**src/rtl/motor_pwm_driver.sv**
```systemverilog
// Fixed-frequency H-bridge PWM driver with ramped duty and direction interlock.
// `MOTOR_PWM_SOFT_STOP_EN selects a ramped stop; the default build hard-stops on a stop request.
module motor_pwm_driver #(
    parameter logic [11:0] PERIOD    = 12'd2500,
    parameter logic [11:0] RAMP_STEP = 12'd5
) (
    input  logic        CLK,
    input  logic        RST,
    input  logic        MOTOR_EN,
    input  logic        MOTOR_DIR,
    input  logic [11:0] DUTY_SET,
    output logic        PWM_OUT,
    output logic        DIR_OUT,
    output logic        RUNNING,
    output logic        AT_SPEED,
    output logic [1:0]  dbg_state_o,
    output logic [11:0] dbg_duty_o,
    output logic [11:0] dbg_cnt_o
);

    typedef enum logic [1:0] {
        IDLE = 2'd0,
        RAMP = 2'd1,
        RUN  = 2'd2,
        STOP = 2'd3
    } state_t;

    state_t      state_q, state_d;
    logic [11:0] cnt_q;
    logic [11:0] duty_q, duty_d;
    logic        dir_q, dir_d;
    logic        pwm_q, running_q, at_speed_q;

    logic        tick;
    logic        stop_req;
    logic [11:0] set_clamped;
    logic [11:0] tgt;
    logic [12:0] up_sum;
    logic [12:0] dn_floor;
    logic [11:0] stepped;

    assign tick        = (cnt_q == PERIOD - 12'd1);
    assign stop_req    = !MOTOR_EN || (MOTOR_DIR != dir_q);
    assign set_clamped = (DUTY_SET > PERIOD) ? PERIOD : DUTY_SET;
    assign tgt         = (state_q == STOP) ? 12'd0 : set_clamped;

    // One ramp step toward tgt, saturating at tgt; 13-bit so neither direction wraps.
    always_comb begin
        up_sum   = {1'b0, duty_q} + {1'b0, RAMP_STEP};
        dn_floor = {1'b0, tgt} + {1'b0, RAMP_STEP};
        stepped  = duty_q;
        if (duty_q < tgt) begin
            stepped = (up_sum > {1'b0, tgt}) ? tgt : up_sum[11:0];
        end else if (duty_q > tgt) begin
            stepped = ({1'b0, duty_q} < dn_floor) ? tgt : (duty_q - RAMP_STEP);
        end
    end

    always_comb begin
        state_d = state_q;
        duty_d  = duty_q;
        dir_d   = dir_q;
        case (state_q)
            IDLE: begin
                duty_d = 12'd0;
                dir_d  = MOTOR_DIR;
                if (MOTOR_EN) state_d = RAMP;
            end
            RAMP: begin
                if (tick) begin
                    duty_d = stepped;
                    if (stepped == tgt) state_d = RUN;
                end
`ifdef MOTOR_PWM_SOFT_STOP_EN
                if (stop_req) state_d = STOP;
`else
                if (stop_req) begin
                    state_d = IDLE;
                    duty_d  = 12'd0;
                end
`endif
            end
            RUN: begin
                // A new target is only acted on at a period boundary.
                if (tick && (tgt != duty_q)) begin
                    duty_d = stepped;
                    if (stepped != tgt) state_d = RAMP;
                end
`ifdef MOTOR_PWM_SOFT_STOP_EN
                if (stop_req) state_d = STOP;
`else
                if (stop_req) begin
                    state_d = IDLE;
                    duty_d  = 12'd0;
                end
`endif
            end
            STOP: begin
                if (tick) begin
                    duty_d = stepped;
                    if (stepped == 12'd0) state_d = IDLE;
                end
            end
            default: state_d = IDLE;
        endcase
    end

    always_ff @(posedge CLK) begin
        if (RST) begin
            cnt_q      <= 12'd0;
            state_q    <= IDLE;
            duty_q     <= 12'd0;
            dir_q      <= 1'b0;
            pwm_q      <= 1'b0;
            running_q  <= 1'b0;
            at_speed_q <= 1'b0;
        end else begin
            cnt_q      <= tick ? 12'd0 : cnt_q + 12'd1;
            state_q    <= state_d;
            duty_q     <= duty_d;
            dir_q      <= dir_d;
            pwm_q      <= (cnt_q < duty_q);
            running_q  <= (state_q != IDLE);
            at_speed_q <= (state_q == RUN);
        end
    end

    assign PWM_OUT     = pwm_q;
    assign DIR_OUT     = dir_q;
    assign RUNNING     = running_q;
    assign AT_SPEED    = at_speed_q;
    assign dbg_state_o = state_q;
    assign dbg_duty_o  = duty_q;
    assign dbg_cnt_o   = cnt_q;

endmodule

```
**config.mk**
```make
export PLATFORM = sky130hd
export DESIGN_NAME = motor_pwm_driver
export DESIGN_NICKNAME = d
export VERILOG_FILES = /design/src/rtl/motor_pwm_driver.sv
export SDC_FILE = /design/constraint.sdc
export NUM_CORES = 1
export LEC_CHECK = 0
export ABC_AREA = 1
export CAP_MARGIN = 10
export CORE_ASPECT_RATIO = 1.75
export CORE_MARGIN = 2
export CORE_UTILIZATION = 28
export DETAILED_ROUTE_END_ITERATION = 12
export PLACE_DENSITY = 0.43
export SLEW_MARGIN = 20
export SYNTH_ARGS = -nofsm -noshare
export SYNTH_HDL_FRONTEND = slang
export SYNTH_SLANG_ARGS = --single-unit
```
**constraint.sdc**
```tcl
create_clock -name CLK -period 11.25 [get_ports CLK]
set_input_delay 2.25 -clock CLK [delete_from_list [all_inputs] [get_ports CLK]]
set_output_delay 2.25 -clock CLK [all_outputs]
set_load 0.05 [all_outputs]
```
[Word level (Yosys, flattened, before mapping)]
Index checks and enable logic that the tools add are counted.
Storage, ports and cells
  output and inout port bits: 30
  flip-flop bits (word level): 30
  bits of input ports: 16
  logic and storage cells: 61
Operators by class
  reductions and logical operators: 8
  equal/unequal tests: 15
  multiplexer cells: 21
  magnitude comparators: 6
  $add $sub $neg: 4
Operators with widths (count)
  two-way mux 12 bit: 10
  case mux 12 bit (4 select lines): 1
  adder 12 x 3 -> 13 bit, second input constant: 2
  < comparator 12 bit: 2
  inequality test 12 bit: 2
  two-way mux 2 bit: 9
  > comparator 13 x 12 -> 1 bit: 1
  < comparator 12 x 13 -> 1 bit: 1
  adder 12 x 1 -> 12 bit, second input constant: 1
  == test 12 bit: 1
  == test 12 bit, second input constant: 1
  > comparator 12 bit: 1
  > comparator 12 bit, second input constant: 1
  logical NOT 12 bit: 1
  inequality test 3 bit, second input constant: 4
  subtractor 12 x 3 -> 12 bit, second input constant: 1
  case mux 2 bit (4 select lines): 1
  AND reduction 7 bit: 1
  == test 2 bit, second input constant: 2
  inequality test 2 bit, second input constant: 2
  == test 2 x 1 -> 1 bit, second input constant: 1
  logical NOT 2 bit: 1
  inequality test 2 x 1 -> 1 bit, second input constant: 1
  nonzero test 2 bit: 1
  other kinds (5): 5

[Longest topological paths before layout]
Gate-level depths: netlist (run 1).
  word-level depth: 13
  depth in mapped cells: 41
  depth with buffers taken out: 40

[Least setup slack after synthesis (run 1)]
OpenSTA, ideal clock, no wires.
  path kind: input port to flip-flop
  start: in DUTY_SET[9]
  end: reg state_q[1], in the netlist dbg_state_o[1]
  setup slack: 5.161 ns
  stages on the path: 37
  data required time: 11.140 ns
  arrival time: 5.979 ns
  cell sequence: nor2_1 > nand2_1 > nor2_1 > nand3_1 > nand2_2 > inv_1 > nor2_2 > ha_1 > inv_1 > a21oi_1 > nand3_1 > nor2_1 > nand2_1 > nor3_1 > xor2_1 > ha_1 > nand2_1 > nand2_1 > nand2_1 > nand2_1 > a21oi_1 > nand2_1 > inv_1 > buf_2 > nand2_1 > a21oi_1 > nand2_1 > nand2_1 > nand2_1 > nor2_1 > nand2_1 > nor2_2 > nand3_1 > nand3_2 > nand2_1 > inv_1 > nor2_1
Between the ends
  cells in the longest elaborated chain, start to end: 11
  elaborated cells on any way between the ends: 22
  those cells by class: add/sub: 1; order compare: 5; eq/ne: 7; mux: 6; reduce/logical: 3
RTL lines
  start: declaration: line 11  | input logic [11:0] DUTY_SET,
  > comparator 12 bit: line 44  | assign set_clamped = (DUTY_SET > PERIOD) ? PERIOD : DUTY_SET;
  two-way mux 12 bit *: line 44
  two-way mux 12 bit *: line 45  | assign tgt = (state_q == STOP) ? 12'd0 : set_clamped;
  adder 12 x 3 -> 13 bit: line 50  | dn_floor = {1'b0, tgt} + {1'b0, RAMP_STEP};
  < comparator 12 x 13 -> 1 bit: line 55  | stepped = ({1'b0, duty_q} < dn_floor) ? tgt : (duty_q - RAMP_STEP);
  two-way mux 12 bit: line 55
  two-way mux 12 bit: line 54  | end else if (duty_q > tgt) begin
  two-way mux 12 bit: line 52  | if (duty_q < tgt) begin
  inequality test 12 bit (tied with other cells): line 87  | if (stepped != tgt) state_d = RAMP;
  inequality test 3 bit (no source line) or inequality test 2 x 1 -> 1 bit (tied branches)
  AND reduction 7 bit (no source line) *
  end signal: assignment: line 119  | state_q <= state_d;
  end: declaration: line 28  | state_t state_q, state_d;
Every way passes the cells marked *; elsewhere a longest branch is shown, timed or not.
A chain may end at the register's enable or synchronous reset.

[Final worst setup path (run 1)]
Ends and elaborated chain as after synthesis.

==> out/results.md, run 1 <==
| Step | Result | This run |
|---|---|---|
| yosys | Synthesized Nets | 795 |
| job | Max-cap viol count | 0 |
| clock tree | Number of buffers inserted for hold repair after clock tree synthesis | 0 |
| yosys | Synth warnings | 0 |
| final layout | Ant. Diodes | 0 |
| sta | Worst slew margin relative to its limit | 35.0% |
| final layout | Area growth from synthesis to layout | 17.1% |
| floorplan | Standard-cell rows | 59 |
| min path | Hold Crit Depth | 1 |
| yosys | Sequential area share after synthesis | 14.0% |
| global route | Number of antenna violations at the first check in global routing | 0 |
| critical path | Path depth of the worst reg2reg path | 33 |
| power and ir drop | Total power consumption of the routed design | 483 uW |
| global route | Global route overflow | 0 |
| routing | Mean number of vias per cell | 5.12 |
| critical path | Combined buffer and inverter count along the critical path | 5 |
| yosys | Synth area leaders | nand2_1 20%, ha_1 15%, dfxtp_1 14%, nand3_1 9.4%, inv_1 7.5% |
| clock tree | Resized Gates After CTS | 0 |
| floorplan | Die area | 16300 um^2 |
| min path | Origin of the worst min-delay path | dbg_cnt_o[0] |
| yosys | Distinct cells, synth | 45 |
| power and ir drop | Maximum vdd ir drop | 93.0 uV |
| placement | GPL Wtd Cong | 0.898 |
| yosys | Mapped cell area | 4280 um^2 |
| sta | Setup repair after global routing missed its margin | no |
| critical path | Critical Path Sink Type | flip-flop |
| floorplan | Starting utilization of the core area | 28.7% |
| final layout | Total of fill cells in the finished design | 1726 |
| routing | Number of design rule violations left after detail routing | 0 |
| routing | Routed wirelength normalized by instance count | 17.3 um |
| floorplan | IO Pins | 46 |
| sta | Layout Skew | 0.00630 ns |
| yosys | Top cell type's share of synthesized area | 20.3% |
| yosys | Post-synth EDFFs | 0 |
| floorplan | Floorplan die width | 97.4 um |
| clock tree | Post-CTS clock slew at the launch and capture registers of the worst setup and hold paths | 0.05 ns |
| yosys | Cell with the most instances after synthesis | nand2_1 |
| placement | Number of buffers inserted by port buffering | 45 |
| sta | Post-Route Setup TNS | 0 ns |
| global route | GR Util All Layers | 20.4% |
| sta | Transition time of the tightest slew-check pin | 0.974 ns |
| floorplan | Floorplan die height | 168 um |
| sta | Max Freq | 125 MHz |
| global route | Largest net degree at the start of global routing | 22 |
| critical path | Reg-to-reg critical path startpoint | dbg_state_o[1] |
| final layout | Fraction of final layout cells sized beyond drive strength 1 | 4.98% |
| sta | Period utilisation layout | 70.8% |
| floorplan | Core region area | 14900 um^2 |
| yosys | Number of instances in the synthesized netlist | 728 |
| clock tree | Setup bufs post-CTS | 0 |
| yosys | Synthesized area per cell | 5.88 um^2 |
| power and ir drop | Static leakage | 2.47 nW |
| routing | Routed Antenna Nets | 0 |
| critical path | Crit path launch type | primary input |
| clock tree | Clock tree from TritonCTS | yes |
| yosys | Cell type contributing the most total cell area after synthesis | nand2_1 |
| yosys | Synth Register Bits | 30 |
| routing | Detailed-router iteration count before antenna repair | 5 |
| critical path | Data arrival time of the critical path | 8.19 ns |
| critical path | Slowest-stage cell, CP | clkdlybuf4s50_1 |
| clock tree | Clk root buf | clkbuf_16 |
| global route | Vias in the first global route | 4980 |
| critical path | Worst EP required | 11.47 ns |
| status | Outcome | finished, final reports clean |
| clock tree | Maximum root-to-sink buffer count | 2 |
| global route | Wire length of the first global-routing pass | 26100 um |
| sta | Time the worst path needs with I/O delays and setup | 7.97 ns |
| placement | HPWL reported at the end of detailed placement | 13600 um |
| clock tree | Source-to-sink clock delay at the later pin of the worst-skew pair | 0.28 ns |
| critical path | Total number of cells along the worst setup path | 38 |
| power and ir drop | Power density cells | 96.6 nW/um^2 |
| sta | Setup violation total in the final timing report | 0 |
| critical path | Top cell by count, worst path | nand2_1 |
| yosys | Share of flip-flops with an asynchronous set or reset after synthesis | 0% |
| sta | Count of endpoints failing hold in the final timing report | 0 |
| critical path | Flop2flop setup slack | 5.23 ns |
| min path | Tightest Hold Check Type | reg2reg |
| clock tree | TritonCTS Sinks | 30 |
| min path | Hold Path End | dbg_cnt_o[0] |
| clock tree | CTS H-tree lvls | 2 |
| critical path | Largest driver fanout on the critical path | 12 |
| routing | Via total after detailed routing | 4840 |
| routing | Number of DRC violations after detailed-routing iteration 0 | 256 |
| routing | DRT Wirelength | 16400 um |
| clock tree | Number of CTS-inserted buffers | 5 |
| critical path | R2r endpoint | dbg_state_o[1] |
| critical path | WS Path Type | in2reg |
| sta | Final-report max-slew violation count | 0 |
| final layout | Final #Nets | 829 |
| yosys | Dominant synthesized flop cell | dfxtp_1 |
| critical path | Largest delay share family, worst path | simple AND/OR/NAND/NOR gates |
| critical path | Max stage delay on crit path | 0.44 ns |
| yosys | Most common library cells after synthesis | 231 x nand2_1, 86 x inv_1, 80 x nand3_1 |
## through the flow
| step | hold WS [ns] | area [um^2] | utilization [%] | setup WS (ns) | cells |
|---|---|---|---|---|---|
| final | 0.486 | 5010 | 33.6 | 3.28 | 946 |
| after global routing | 0.520 | 5010 | 33.6 | 2.77 | 946 |
| after CTS | 0.492 | 5010 | 33.6 | 3.32 | 946 |
| after detailed placement | 0.478 | 4860 | 32.6 | 3.06 | 938 |
| after global placement | 0.487 | 4860 | 32.6 | 3.15 | 938 |
| after floorplan | 0.668 | 4280 | - | 5.16 | 728 |
## routing by layer
| layer | global-route usage, % | wire [um] | up-vias |
|---|---|---|---|
| met4 | 11.6 | 967 | 0 |
| met3 | 1.29 | 420 | 33 |
| met5 | 0 | 0 | - |
| met2 | 40.9 | 9160 | 116 |
| met1 | 20.1 | 5860 | 2240 |
| li1 | - | - | 2451 |
## cell usage in the layout (no fill, tap or decap), types with 15 or more instances in the layout
cell,count
xor2_1,24
nor2_1,63
a21oi_1,44
ha_1,51
nor3_1,15
dfxtp_1,30
inv_1,86
clkdlybuf4s50_1,45
nand3_1,80
nand2_1,231
## flip-flops by register name, indices dropped and copies added, names as in the netlist
name and flops:
dbg_duty_o 12, RUNNING 1, dbg_cnt_o 12, dbg_state_o 2, AT_SPEED 1, DIR_OUT 1
PWM_OUT 1
## cell families after synthesis
family                     count (synthesis)  synth area share (%)
and+or+nand+nor                          429                  44.0
DFF                                       30                  14.0
xor gates and xnor gates                  25                  5.12
buffers and inverters                    106                  10.1
AOI/OAI and AO/OA                         87                  11.8
adders and majority gates                 51                  14.9
## area by class of cell
type	instances	area [um^2]	share of cell area, %
tap	183	229	4.57
multi-input combinational	592	3250	64.8
inverter	88	333	6.65
sequential	30	601	12.0
clock buffer	7	143	2.85
timing repair buffer	45	450	9.00
clock inverter	1	5.00	0.100
## report_power, final
part / switching [mW] / internal (mW) / total (mW)
sequential: 0.0107 / 0.115 / 0.126
combinational: 0.154 / 0.0689 / 0.223
clock: 0.0469 / 0.0875 / 0.134
## how the worst max path moves through the flow
stage                start             end  slack [ns]
6_report       DUTY_SET[9]  dbg_state_o[1]        3.28
5_1_grt        DUTY_SET[9]  dbg_state_o[1]        2.77
4_1_cts        DUTY_SET[9]  dbg_state_o[1]        3.32
3_5_place_dp   DUTY_SET[9]  dbg_state_o[1]        3.06
3_3_place_gp   DUTY_SET[9]  dbg_state_o[1]        3.15
2_1_floorplan  DUTY_SET[9]  dbg_state_o[1]        5.16
Note: power is estimated with default switching activity, not from simulation.
==> run 2: changes to the inputs <==
- clock period: 11.25 -> 7.97 ns (I/O delays scaled with it)
==> out/results.md, run 2 (synthesis gave the netlist of run 1 again) <==
| Step | Result | This run | vs previous |
|---|---|---|---|
| status | Outcome | finished, final reports clean |  |
| global route | Number of antenna violations at the first check in global routing | 0 | unchanged |
| final layout | Final #Nets | 832 | +0.36% |
| final layout | Most frequent cells in the layout | 231 x nand2_1, 86 x inv_1, 80 x nand3_1 |  |
| clock tree | Clock tree from TritonCTS | yes |  |
| floorplan | Floorplan die width | 97.4 um | unchanged |
| global route | Global route overflow | 0 | unchanged |
| sta | Period utilisation layout | 91.1% |  |
| sta | Layout Skew | 0.00322 ns | -0.00308 ns |
| critical path | Top cell by count, worst path | nand2_1 |  |
| floorplan | Standard-cell rows | 59 | unchanged |
| sta | Max Freq | 138 MHz |  |
| critical path | Data arrival time of the critical path | 7.47 ns | -0.72 ns |
| clock tree | Source-to-sink clock delay at the later pin of the worst-skew pair | 0.27 ns | about the same |
| routing | Highest metal layer with signal wires | met4 |  |
| clock tree | Post-CTS clock slew at the launch and capture registers of the worst setup and hold paths | 0.05 ns | about the same |
| critical path | Endpoint of the most critical setup path | dbg_state_o[1] |  |
| floorplan | Core region area | 14900 um^2 | unchanged |
| placement | Number of buffers inserted by port buffering | 45 | unchanged |
| global route | Wire length of the first global-routing pass | 25800 um | -1.1% |
| clock tree | Setup bufs post-CTS | 0 | unchanged |
| sta | Post-Route Setup TNS | 0 ns | unchanged |
| power and ir drop | Maximum vdd ir drop | 129 uV | +38% |
| min path | Tightest Hold Check Type | reg2reg |  |
| power and ir drop | Static leakage | 2.47 nW | +0.15% |
| routing | Mean number of vias per cell | 5.15 | +0.61% |
| routing | Number of design rule violations left after detail routing | 0 | unchanged |
| clock tree | Number of CTS-inserted buffers | 5 | unchanged |
| routing | Met3 WL post-DR | 382 um | -9.0% |
| routing | DRT Wirelength | 16500 um | +0.56% |
| final layout | Ant. Diodes | 0 | unchanged |
| routing | Routed wirelength normalized by instance count | 17.4 um | +0.35% |
| clock tree | Resized Gates After CTS | 0 | unchanged |
| routing | Routed Antenna Nets | 0 | unchanged |
| critical path | R2r endpoint | dbg_state_o[1] |  |
| clock tree | Number of buffers inserted for hold repair after clock tree synthesis | 0 | unchanged |
| final layout | Total of fill cells in the finished design | 1722 | -0.23% |
| critical path | Largest driver fanout on the critical path | 12 | unchanged |
| routing | Routed met1 length | 6030 um | +2.9% |
| critical path | Path depth of the worst reg2reg path | 34 | +3.0% |
| clock tree | TritonCTS Sinks | 30 | unchanged |
| sta | Transition time of the tightest slew-check pin | 0.828 ns | -0.147 ns |
| sta | Final worst hold slack | 0.495 ns | +0.00825 ns |
| routing | Via total after detailed routing | 4880 | +0.83% |
| sta | Setup repair after global routing missed its margin | no |  |
| floorplan | Floorplan die height | 168 um | unchanged |
| critical path | Combined buffer and inverter count along the critical path | 5 | unchanged |
| critical path | Crit path launch type | primary input |  |
| critical path | WS Path Type | in2reg |  |
| floorplan | Die area | 16300 um^2 | unchanged |
| power and ir drop | Power density cells | 134 nW/um^2 | +38% |
| final layout | Most common cell after layout, fill and taps aside | nand2_1 |  |
| routing | Metal2 WL | 9070 um | -1.0% |
| routing | Number of DRC violations after detailed-routing iteration 0 | 281 | +9.8% |
| final layout | Area occupied by registers | 601 um^2 | unchanged |
| critical path | Largest delay share family, worst path | simple AND/OR/NAND/NOR gates |  |
| final layout | Fraction of final layout cells sized beyond drive strength 1 | 4.97% | -0.013 points |
| critical path | Worst EP required | 8.18 ns | -3.29 ns |
| sta | Count of endpoints failing hold in the final timing report | 0 | unchanged |
| critical path | Max stage delay on crit path | 0.48 ns | +0.04 ns |
| final layout | Area growth from synthesis to layout | 17.2% |  |
| global route | GR Util All Layers | 20.3% | -0.15 points |
| clock tree | CTS H-tree lvls | 2 | unchanged |
| sta | Setup violation total in the final timing report | 0 | unchanged |
| sta | Time the worst path needs with I/O delays and setup | 7.26 ns |  |
| floorplan | IO Pins | 46 | unchanged |
| sta | Worst slew margin relative to its limit | 44.3% | +9.3 points |
| clock tree | Clk root buf | clkbuf_16 |  |
| floorplan | Starting utilization of the core area | 28.7% | unchanged |
| job | Max-cap viol count | 0 | unchanged |
| global route | Vias in the first global route | 4920 | -1.2% |
| placement | HPWL reported at the end of detailed placement | 13600 um | -0.19% |
| global route | Largest net degree at the start of global routing | 22 | unchanged |
| placement | GPL Wtd Cong | 0.893 | -0.52% |
| final layout | Multi-input gate area in the final layout | 3240 um^2 | about the same |
| critical path | Slowest-stage cell, CP | clkdlybuf4s50_1 |  |
| sta | Final-report max-slew violation count | 0 | unchanged |
| critical path | Total number of cells along the worst setup path | 38 | unchanged |
| critical path | Flop2flop setup slack | 2.04 ns | -3.19 ns |
| critical path | Reg-to-reg critical path startpoint | dbg_state_o[1] |  |
| critical path | Launch point of the critical path | DUTY_SET[4] |  |
| clock tree | Maximum root-to-sink buffer count | 2 | unchanged |
| critical path | Critical Path Sink Type | flip-flop |  |
| routing | Detailed-router iteration count before antenna repair | 5 | unchanged |
run 2: changes by cell type in the layout (fill, tap and decap cells not counted):
| cell | previous run | this run |
|---|---|---|
| buf_4 | 0 | 3 |
| clkbuf_1 | 1 | 2 |
| clkbuf_8 | 1 | 0 |
| clkinv_2 | 1 | 0 |
| nor2_1 | 63 | 64 |
| nor2_2 | 6 | 5 |
run 2: how the worst min path moves through the flow:
stage	start	slack [ns]	depth (start not counted)	endpoint
2_1_floorplan	dbg_cnt_o[0]	0.67	1	dbg_cnt_o[0]
3_3_place_gp	dbg_cnt_o[0]	0.48	1	dbg_cnt_o[0]
3_5_place_dp	dbg_cnt_o[0]	0.49	1	dbg_cnt_o[0]
4_1_cts	dbg_cnt_o[0]	0.51	1	dbg_cnt_o[0]
5_1_grt	dbg_cnt_o[0]	0.53	1	dbg_cnt_o[0]
6_report	dbg_cnt_o[0]	0.49	1	dbg_cnt_o[0]
run 2: cell type report:
cell class | instances | share of cell area (%)
clock buffer | 7 | 2.65
tap | 183 | 4.57
inverter | 88 | 6.64
sequential | 30 | 12.0
multi-input combinational | 592 | 64.7
timing repair buffer | 48 | 9.44
run 2: layer usage:
layer	GRT usage (%)	up-vias
met4	12.8	0
met1	20.4	2261
li1	-	2462
met3	1.50	43
met2	39.3	114
met5	0	-
run 2: stage by stage:
step / cells / instance area, um^2 / worst slack, ns / utilization [%] / total power [mW]
floorplan: 728 / 4280 / 2.54 / - / 0.392
global placement: 941 / 4880 / 0.606 / 32.7 / 0.498
detailed placement: 941 / 4880 / 0.525 / 32.7 / 0.498
CTS: 948 / 5010 / 0.796 / 33.6 / 0.679
global route: 948 / 5010 / 0.334 / 33.6 / 0.718
finish: 948 / 5010 / 0.706 / 33.6 / 0.669
run 2: power breakdown:
group	total, mW	switching, mW	internal (mW)
clock network	0.176	0.0622	0.114
logic	0.315	0.218	0.0978
registers	0.178	0.0149	0.163
